## src/rtl/jzjcoref_io_pkg.sv

```systemverilog
// Shared constants for the board I/O blocks: system clock rate and the
// default button debounce interval derived from it.
package jzjcoref_io_pkg;

    localparam int CLOCK_HZ                = 50_000_000;
    localparam int DEFAULT_DEBOUNCE_CYCLES = 500_000;   // 10 ms at CLOCK_HZ

    // The counter only ever holds 0 .. cycles-1.
    // Never returns less than 1, so a bad parameter reaches the elaboration
    // check instead of producing a zero-width vector.
    function automatic int counter_width(input int cycles);
        return (cycles < 1) ? 1 : $clog2(cycles + 1);
    endfunction

endpackage

```

## src/rtl/button_debounce_channel.sv

```systemverilog
// One button channel: two-flop synchronizer, stability counter, debounced
// level, press/release strobes and a sticky write-1-to-clear press flag.
module button_debounce_channel
    import jzjcoref_io_pkg::*;
#(
    parameter int DEBOUNCE_CYCLES = DEFAULT_DEBOUNCE_CYCLES
) (
    input  logic clock,
    input  logic reset,
    input  logic raw_button,
    input  logic clear_latched,
    output logic debounced,
    output logic press_pulse,
    output logic release_pulse,
    output logic press_latched
);

    localparam int CW = counter_width(DEBOUNCE_CYCLES);
    localparam logic [CW-1:0] LAST_COUNT = CW'(DEBOUNCE_CYCLES - 1);

    if (DEBOUNCE_CYCLES < 1) begin : g_bad_debounce
        $error("button_debounce_channel: DEBOUNCE_CYCLES must be at least 1");
    end

    logic          sync1;
    logic          sync2;
    logic [CW-1:0] count;
    logic          differs;
    logic          accept;
    logic          rise;

    // A new level is accepted once it has differed for DEBOUNCE_CYCLES samples.
    assign differs = (sync2 != debounced);
    assign accept  = differs && (count == LAST_COUNT);
    assign rise    = accept && !debounced;

    always_ff @(posedge clock) begin
        if (reset) begin
            sync1         <= 1'b0;
            sync2         <= 1'b0;
            count         <= '0;
            debounced     <= 1'b0;
            press_pulse   <= 1'b0;
            release_pulse <= 1'b0;
            press_latched <= 1'b0;
        end else begin
            sync1 <= raw_button;
            sync2 <= sync1;

            if (!differs || accept) begin
                count <= '0;
            end else begin
                count <= count + 1'b1;
            end

            if (accept) begin
                debounced <= ~debounced;
            end

            press_pulse   <= rise;
            release_pulse <= accept && debounced;
            // Set wins over clear so a press landing with a clear is kept.
            press_latched <= rise || (press_latched && !clear_latched);
        end
    end

    a_count_bounded: assert property (@(posedge clock) count <= LAST_COUNT);
    a_pulses_exclusive: assert property (@(posedge clock) !(press_pulse && release_pulse));

endmodule

```

## src/rtl/button_conditioner.sv

```systemverilog
// Conditions NUM_BUTTONS asynchronous button levels into synchronized,
// debounced levels with press/release strobes and sticky press flags.
module button_conditioner
    import jzjcoref_io_pkg::*;
#(
    parameter int NUM_BUTTONS     = 4,
    parameter int DEBOUNCE_CYCLES = DEFAULT_DEBOUNCE_CYCLES
) (
    input  logic                   clock,
    input  logic                   reset,
    input  logic [NUM_BUTTONS-1:0] rawButton,
    input  logic [NUM_BUTTONS-1:0] clearLatched,
    output logic [NUM_BUTTONS-1:0] debounced,
    output logic [NUM_BUTTONS-1:0] pressPulse,
    output logic [NUM_BUTTONS-1:0] releasePulse,
    output logic [NUM_BUTTONS-1:0] pressLatched
);

    if (NUM_BUTTONS < 1) begin : g_bad_count
        $error("button_conditioner: NUM_BUTTONS must be at least 1");
    end

    for (genvar i = 0; i < NUM_BUTTONS; i++) begin : g_channel
        button_debounce_channel #(
            .DEBOUNCE_CYCLES(DEBOUNCE_CYCLES)
        ) u_channel (
            .clock        (clock),
            .reset        (reset),
            .raw_button   (rawButton[i]),
            .clear_latched(clearLatched[i]),
            .debounced    (debounced[i]),
            .press_pulse  (pressPulse[i]),
            .release_pulse(releasePulse[i]),
            .press_latched(pressLatched[i])
        );
    end

endmodule

```

## config.mk

```make
export PLATFORM = sky130hd
export DESIGN_NAME = button_conditioner
export DESIGN_NICKNAME = d
export VERILOG_FILES = /design/src/rtl/jzjcoref_io_pkg.sv /design/src/rtl/button_debounce_channel.sv /design/src/rtl/button_conditioner.sv
export SDC_FILE = /design/constraint.sdc
export NUM_CORES = 1
export LEC_CHECK = 0
export BUFFER_PORTS_ARGS = -buffer_cell sky130_fd_sc_hd__buf_4
export CORE_MARGIN = 10
export CORE_UTILIZATION = 40
export CTS_BUF_LIST = sky130_fd_sc_hd__clkbuf_4
export DETAILED_ROUTE_END_ITERATION = 8
export HOLD_SLACK_MARGIN = 0.05
export MAX_ROUTING_LAYER = met4
export PLACE_DENSITY = 0.58
export SLEW_MARGIN = 20
export SYNTH_ARGS = -nofsm -noshare
export SYNTH_HDL_FRONTEND = slang
export SYNTH_HIERARCHICAL = 1
export SYNTH_SLANG_ARGS = --single-unit
```

## constraint.sdc

```tcl
create_clock -name clock -period 1.9 [get_ports clock]
set_clock_uncertainty 0.1 [all_clocks]
set_input_delay 0.38 -clock clock [delete_from_list [all_inputs] [get_ports clock]]
set_output_delay 0.38 -clock clock [all_outputs]
set_load 0.005 [all_outputs]
```

Word level (Yosys, flattened, before mapping)
Index checks and enable logic that the tools add are counted. Widths: inputs -> output; s select.

Logic and storage cells: 84. Latch bits: 0. Bits in read-only memories: 0. Register bits: 100. Output and inout port bits: 16. RAM bits: 0. Memories kept: 0.

Eq/ne operators: 8. Order comparisons: 0. Divide/modulo/power cells: 0. Shift operators: 0. Reduce and logical (&&, ||, !) cells: 40. Bitwise logic cells: 4. Add/sub/neg operators: 4. Mux-type cells: 0. $mul: 0.

Operator list (number): $add 19x1->19 const B (4); $eq 19x19->1 const B (4); $logic_and 1x1->1 (16); $logic_not 1->1 (12); $logic_or 1x1->1 (8); $reduce_or 2->1 (4); $ne 1x1->1 (4); $not 1->1 (4).

Logic depth before layout (Yosys ltp)
Gate-level depths: netlist (run 1).

Depth in word-level cells: 4. Mapped depth: 6. Gate-level depth less buffers: 5.

Hierarchy
Netlist (run 1), hierarchy kept.

By module, submodules not included: button_debounce_channel (times used 4, cells each 121, area an instance 1076.0 um^2, sequential area each 500.5 um^2).

Least setup slack after synthesis (run 1)
OpenSTA, ideal clock, no wires.

Kind: reg2reg. Start point: register g_channel[0].u_channel.count[0]. End point: register g_channel[0].u_channel.count[18]. Library setup time: 70 ps. Required time: 1730 ps. Period minus slack after synthesis: 1769 ps. Buffers on the path: 0. Slack: 131 ps. Cell stages (with the launch flop): 6. Data arrival time: 1599 ps. Cell sequence: dfxtp_1 > ha_1 > and3_1 > nand3_1 > or4_1 > a21oi_1.

Word-level cells in the longest chain between the ends: 4.

RTL lines: from (decl) (RTL line button_debounce_channel.sv:27) `logic [CW-1:0] count;`; from (signal assigned) (RTL line button_debounce_channel.sv:53) `count <= count + 1'b1;`; branches (longest 4 deep; another with $add 19x1->19).

Several ways; the timed one is not identified. A chain may end at the register's enable or synchronous reset.

Worst setup path in the final report (run 1)
Start point: register g_channel[0].u_channel.count[0]. End point: register g_channel[0].u_channel.count[15].

Same word-level chain as after synthesis.

==> results.md, run 1 <==
- Status: completed
- RR Startpoint: g_channel[0].u_channel/count[0]
- Sw Pwr: 737 µW
- Setup ws final: 0.0815 ns
- CTS tree: done
- Ys Warns: 6
- Core Area: 10400 µm²
- # nets final: 563
- Avg Cell Area, Syn: 8.89 µm²
- Number of max-cap violations: 0
- DIE HEIGHT: 124 µm
- Vias per cell: 5.14
- Drt first pass iters: 4
- Main synth FF type: dfxtp_1
- # port buffers: 25
- Worst Reg-to-Reg Cells: 4
- Num ports: 26
- Num Clock Sinks: 100
- DP Wirelength: 6.38 mm
- Post-synthesis async set-or-reset flop share: 0%
- Crit share post-route: 95.7%
- CP arrival: 2.09 ns
- GRT Overall Usage: 12.1%
- Critical path origin: g_channel[0].u_channel/count[0]
- Sequential fraction of the synthesis area: 46.5%
- Worst slew margin: 64.3%
- Clock network fraction of total power: 33.9%
- CP Data Required Time: 2.17 ns
- Worst-Skew Late Latency: 0.44 ns
- Starting density of the core: 41.3%
- Post-CTS Setup Bufs: 0
- Synth Cell Area: 4300 µm²
- RSZ-0062 raised after global routing: no
- Vias: 3547
- Placement Setup Slack: 0.0412 ns
- Worst-path fanout max: 5
- Reg power frac: 64.1%
- Pleak: 1.63 nW
- Crit. End Element: flip-flop
- Final Hold Viols: 0
- Worst slew pin tran: 0.528 ns
- Initial antenna violation count: 0
- Sw Share: 22.4%
- Final ANT Viol Nets: 0
- Crit start category: flip-flop
- GPL Wtd Cong: 0.819
- R2r setup slk: 0.08 ns
- Inst Count DP: 671
- Synth top area cells: dfxtp_1 47%, xnor2_1 5.7%, nor2_1 5.2%, a21oi_1 4.2%, nand3_1 3.3%
- Clock Path Buffers: 2
- H-tree lvl count: 3
- Antenna diodes: 0
- Biggest area consumer among synthesized cells: dfxtp_1
- Count leader, synth: dfxtp_1
- Worst Hold Class: in -> reg
- First-pass GRT wire length: 14.9 mm
- Layout cells sized above 1: 20.8%
- Setup-failing EPs final: 0
- Reg2Reg Capture Point: g_channel[0].u_channel/count[15]
- Routed WL per cell: 12.7 µm
- Synthesized netlist cell count: 484
- Area Growth Syn to Fin: 19.6%
- Power Internal: 2.56 mW
- PD cells: 640 nW/µm²
- Layout Cells excl Fill: 690
- Layout Utilization: 49.4%
- Total CTS buffers: 9
- Die area: 15300 µm²
- Pin count of the biggest net entering global routing: 21
- Post-synth EDFFs: 0
- Clk root buf: clkbuf_4
- Synth Register Bits: 100
- Comb pwr share: 2.0%
- Worst-path clk slew: 0.14 ns
- Peak VDD IR: 0.287 mV
- Synthesized Nets: 498
- Die Wd: 124 µm
- Fin. max-slew vios: 0
- Grt ovf: 0
- Critical path class: reg -> reg
- Post-synth top area share: 46.5%
- Hold EP: g_channel[2].u_channel/sync1
- Fin crit period: 1.82 ns
- Netlist cell types: 31
- Hold Path Stages: 2
- Setup_tns: 0 ns
- Filler Cell Count: 999
- Post-route DRC: 0
- Vias in the first global route: 3304
- Fmax: 0.550 GHz
- Drt total wl: 8.77 mm
- Top cells by count, synth: 100 x dfxtp_1, 60 x nor2_1, 36 x a21oi_1, 32 x nand2_1
- Initial DRC Count: 197
- Hold_sp: rawButton[2]
- Row Count: 37
## registers in the layout, indices dropped and copies added, names as in the netlist
name,count
g_channel.u_channel/sync1,4
g_channel.u_channel/debounced,4
g_channel.u_channel/count,76
g_channel.u_channel/press_pulse,4
g_channel.u_channel/sync2,4
g_channel.u_channel/release_pulse,4
g_channel.u_channel/press_latched,4
## through the flow
stage               hold slack, ns  power (mW)  instance area, µm²
floorplan                    0.314        2.18                4300
global placement             0.318        2.22                4930
detailed placement           0.328        2.22                4930
CTS                         0.0500        3.35                5090
global route                0.0723        3.45                5150
finish                      0.0703        3.29                5150
## power groups by stage
stage / clock network [mW] / registers [mW] / logic, mW
after floorplan: 0 / 2.16 / 0.0247
after global placement: 0 / 2.16 / 0.0609
after detailed placement: 0 / 2.16 / 0.0607
after CTS: 1.17 / 2.12 / 0.0641
after global routing: 1.26 / 2.12 / 0.0724
final: 1.12 / 2.11 / 0.0644
## repair_timing
item	CTS	global route
hold buffers	2	1
endpoints found under the hold margin	2	1
gates resized for setup	0	26
setup endpoints to repair	0	19
## worst max-delay path, cell delays in order, from the launching register on
cell     delay, ns
dfxtp_2       0.38
nand4_1       0.16
or4_4         0.60
or3_1         0.37
a21oi_1       0.15
## kinds of logic (layout without fill, tap and decap cells)
| family | count (synthesis) | in the layout | synth area share (%) |
|---|---|---|---|
| compound gates | 72 | 72 | 9.42 |
| fa+ha+maj | 4 | 4 | 1.16 |
| buf+inv | 24 | 94 | 2.33 |
| flops | 100 | 100 | 46.5 |
| simple gates | 240 | 240 | 31.6 |
| xor+xnor | 44 | 44 | 8.95 |
## worst max path at each step
stage	cells past startpoint	slack, ns	end
2_1_floorplan	5	0.13	g_channel[0].u_channel/count[18]
3_3_place_gp	4	0.08	g_channel[0].u_channel/count[18]
3_5_place_dp	5	0.04	g_channel[2].u_channel/count[18]
4_1_cts	5	0.001	g_channel[2].u_channel/count[18]
5_1_grt	4	0.0009	g_channel[0].u_channel/count[18]
6_report	4	0.08	g_channel[0].u_channel/count[15]
## layout make-up
| type | instances | area (µm²) | share of cell area [%] |
|---|---|---|---|
| Clock buffer | 10 | 75.1 | 1.46 |
| Clock inverter | 6 | 63.8 | 1.24 |
| Inverter | 16 | 60.1 | 1.17 |
| Multi-Input combinational cell | 360 | 2220 | 43.2 |
| Sequential cell | 100 | 2030 | 39.5 |
| Tap cell | 136 | 170 | 3.31 |
| Timing Repair Buffer | 62 | 523 | 10.2 |
## cell usage in the layout (no fill, tap or decap), types with 3 or more instances in the layout
cell and count:
xnor2_1 28, nand2_1 32, nor2b_1 8, nor4bb_1 4
clkbuf_4 10, or4_4 8, nor3_1 8, or3_1 16
buf_12 4, or2_1 4, and4b_1 4, or4_1 12
nor2_1 60, nand3_1 24, and3_1 8, inv_1 16
dfxtp_1 80, and2_1 4, nand4b_1 4, dlygate4sd3_1 3
ha_1 4, o21ai_0 20, nor3b_1 4, xor2_1 16
nand4_1 16, a21oi_1 36, nand2b_1 4, dfxtp_2 18
o21ai_2 4, and4_1 4, o31ai_1 12, nor4_1 4
buf_4 55, nand3_2 8, nor4b_1 4
## metal layers
metal | up-vias | global-route usage, % | part of all wire [%] | wire length, µm
li1 | 1863 | - | - | -
met5 | - | - | 0 | 0
met4 | 0 | 4.59 | 1.3 | 117
met2 | 36 | 19.2 | 46 | 4060
met1 | 1637 | 15.1 | 49 | 4300
met3 | 11 | 2.26 | 3.4 | 298
(Power assumes the default switching activity.)
==> inputs of run 2 (changes only) <==
--- a/config.mk
+++ b/config.mk
@@ -12,7 +12,7 @@
 export DETAILED_ROUTE_END_ITERATION = 8
 export HOLD_SLACK_MARGIN = 0.05
 export MAX_ROUTING_LAYER = met4
-export PLACE_DENSITY = 0.58
+export PLACE_DENSITY = 0.56
 export SLEW_MARGIN = 20
 export SYNTH_ARGS = -nofsm -noshare
 export SYNTH_HDL_FRONTEND = slang
==> constraint.sdc (replaced) <==
create_clock -name clock -period 1.8 [get_ports clock]
set_clock_uncertainty 0.1 [all_clocks]
set_input_delay 0.36 -clock clock [delete_from_list [all_inputs] [get_ports clock]]
set_output_delay 0.36 -clock clock [all_outputs]
set_load 0.005 [all_outputs]
==> results.md, run 2 (synthesis gave the netlist of run 1 again) <==
- Top reg by flops: g_channel.u_channel/count
- Fin crit period: 1.75 ns
- Layout cells sized above 1: 27.7%
- Drt total wl: 9.25 mm
- Hold Slack: 0.122 ns
- Crit share post-route: 97.5%
- Tot Pwr: 3.29 mW
- First-pass GRT wire length: 15.6 mm
- Critical path class: reg -> reg
- RSZ-0062 raised after global routing: yes
- Routed WL per cell: 12.7 µm
- Clock Path Buffers: 2
- Antenna diodes: 0
- Hold_sp: reset
- Vias: 3715
- Commonest cells after routing, fill and taps aside: 92 x buf_4, 69 x dfxtp_1, 60 x nor2_1
- Placement Setup Slack: 0.00129 ns
- Post-route DRC: 0
- Fmax: 0.570 GHz
- # port buffers: 25
- Num Clock Sinks: 100
- Crit start category: flip-flop
- Clk root buf: clkbuf_4
- Peak VDD IR: 0.281 mV
- Worst Hold Class: in -> reg
- Setup_tns: 0 ns
- Setup-failing EPs final: 0
- Die area: 15300 µm²
- Drt first pass iters: 4
- R2r setup slk: 0.05 ns
- Num ports: 26
- Vias per cell: 5.10
- Filler Cell Count: 974
- Initial antenna violation count: 0
- Final ANT Viol Nets: 0
- Row Count: 37
- Final Hold Viols: 0
- Hold EP: g_channel[0].u_channel/sync1
- Worst-Skew Late Latency: 0.44 ns
- Vias in the first global route: 3537
- CP arrival: 2.04 ns
- Worst slew margin: 79.2%
- Setup ws final: 0.0455 ns
- Worst-path fanout max: 6
- Status: completed
- CTS tree: done
- GPL Wtd Cong: 0.825
- Initial DRC Count: 195
- Reg2Reg Capture Point: g_channel[0].u_channel/count[18]
- Hold Path Stages: 2
- DP Wirelength: 6.73 mm
- Most common cell after layout, fill and taps aside: buf_4
- # nets final: 601
- Worst-path clk slew: 0.15 ns
- Worst slew pin tran: 0.308 ns
- CP Data Required Time: 2.09 ns
- Area Growth Syn to Fin: 26.7%
- GRT Overall Usage: 12.7%
- Pleak: 1.80 nW
- H-tree lvl count: 3
- Die Wd: 124 µm
- Max FFs per register: 76
- PD cells: 604 nW/µm²
- Crit. End Element: flip-flop
- Core Area: 10400 µm²
- Layout Utilization: 52.4%
- Worst Reg-to-Reg Cells: 4
- RR Startpoint: g_channel[0].u_channel/count[6]
- Total CTS buffers: 9
- Pin count of the biggest net entering global routing: 20
- DIE HEIGHT: 124 µm
- Number of max-cap violations: 0
- Fin. max-slew vios: 0
- Grt ovf: 0
- Starting density of the core: 41.3%
## run 2: worst max-delay path, cell delays in order, from the launching register on
cell     delay [ns]
dfxtp_2        0.38
nand3_4        0.09
or4_4          0.58
or4_4          0.43
a21oi_2        0.13
## run 2: worst max path at each step
stage,start,slack (ns),to,cells after the start
after floorplan,g_channel[0].u_channel/count[0],0.03,g_channel[0].u_channel/count[18],5
after global placement,g_channel[3].u_channel/count[0],0.04,g_channel[3].u_channel/count[18],5
after detailed placement,g_channel[1].u_channel/count[0],0.001,g_channel[1].u_channel/count[15],4
after CTS,g_channel[3].u_channel/count[0],0.0003,g_channel[3].u_channel/count[13],4
after global routing,g_channel[3].u_channel/count[10],-0.01,g_channel[3].u_channel/count[18],4
final,g_channel[0].u_channel/count[6],0.05,g_channel[0].u_channel/count[18],4
## run 2: layout make-up
cell class | count | area [µm²] | share of cell area (%)
multi-input cells | 360 | 2300 | 42.2
repair buffers | 100 | 772 | 14.2
well taps | 136 | 170 | 3.12
inverters | 16 | 60.1 | 1.10
clock buffers | 9 | 67.6 | 1.24
clock inverters | 7 | 33.8 | 0.619
flip-flops and latches | 100 | 2050 | 37.5
## run 2: per-layer routing
metal	global-route usage [%]	part of all wire, %	up-vias
met3	2.76	4.0	9
met5	-	0	-
li1	-	-	1938
met1	15.5	48	1719
met2	20.6	47	49
met4	4.22	1.3	0
## run 2: power breakdown
| group | switching, mW | internal (mW) |
|---|---|---|
| clock network | 0.730 | 0.262 |
| registers | 0.00700 | 2.22 |
| logic | 0.0332 | 0.0406 |
## run 2: metrics by stage
stage          cell area (µm²)  std cells
2_1_floorplan             4300        484
3_3_place_gp              5110        702
3_5_place_dp              5110        702
4_1_cts                   5290        724
5_1_grt                   5460        728
6_report                  5460        728
## run 2: timing repair
action | CTS | global route
hold endpoints to repair | 6 | 1
gates resized for setup | 7 | 46
cloned | 0 | 0
endpoints found under the setup margin | 9 | 44
pin swaps | 0 | 12
hold buffers | 6 | 1
setup buffers | 0 | 3
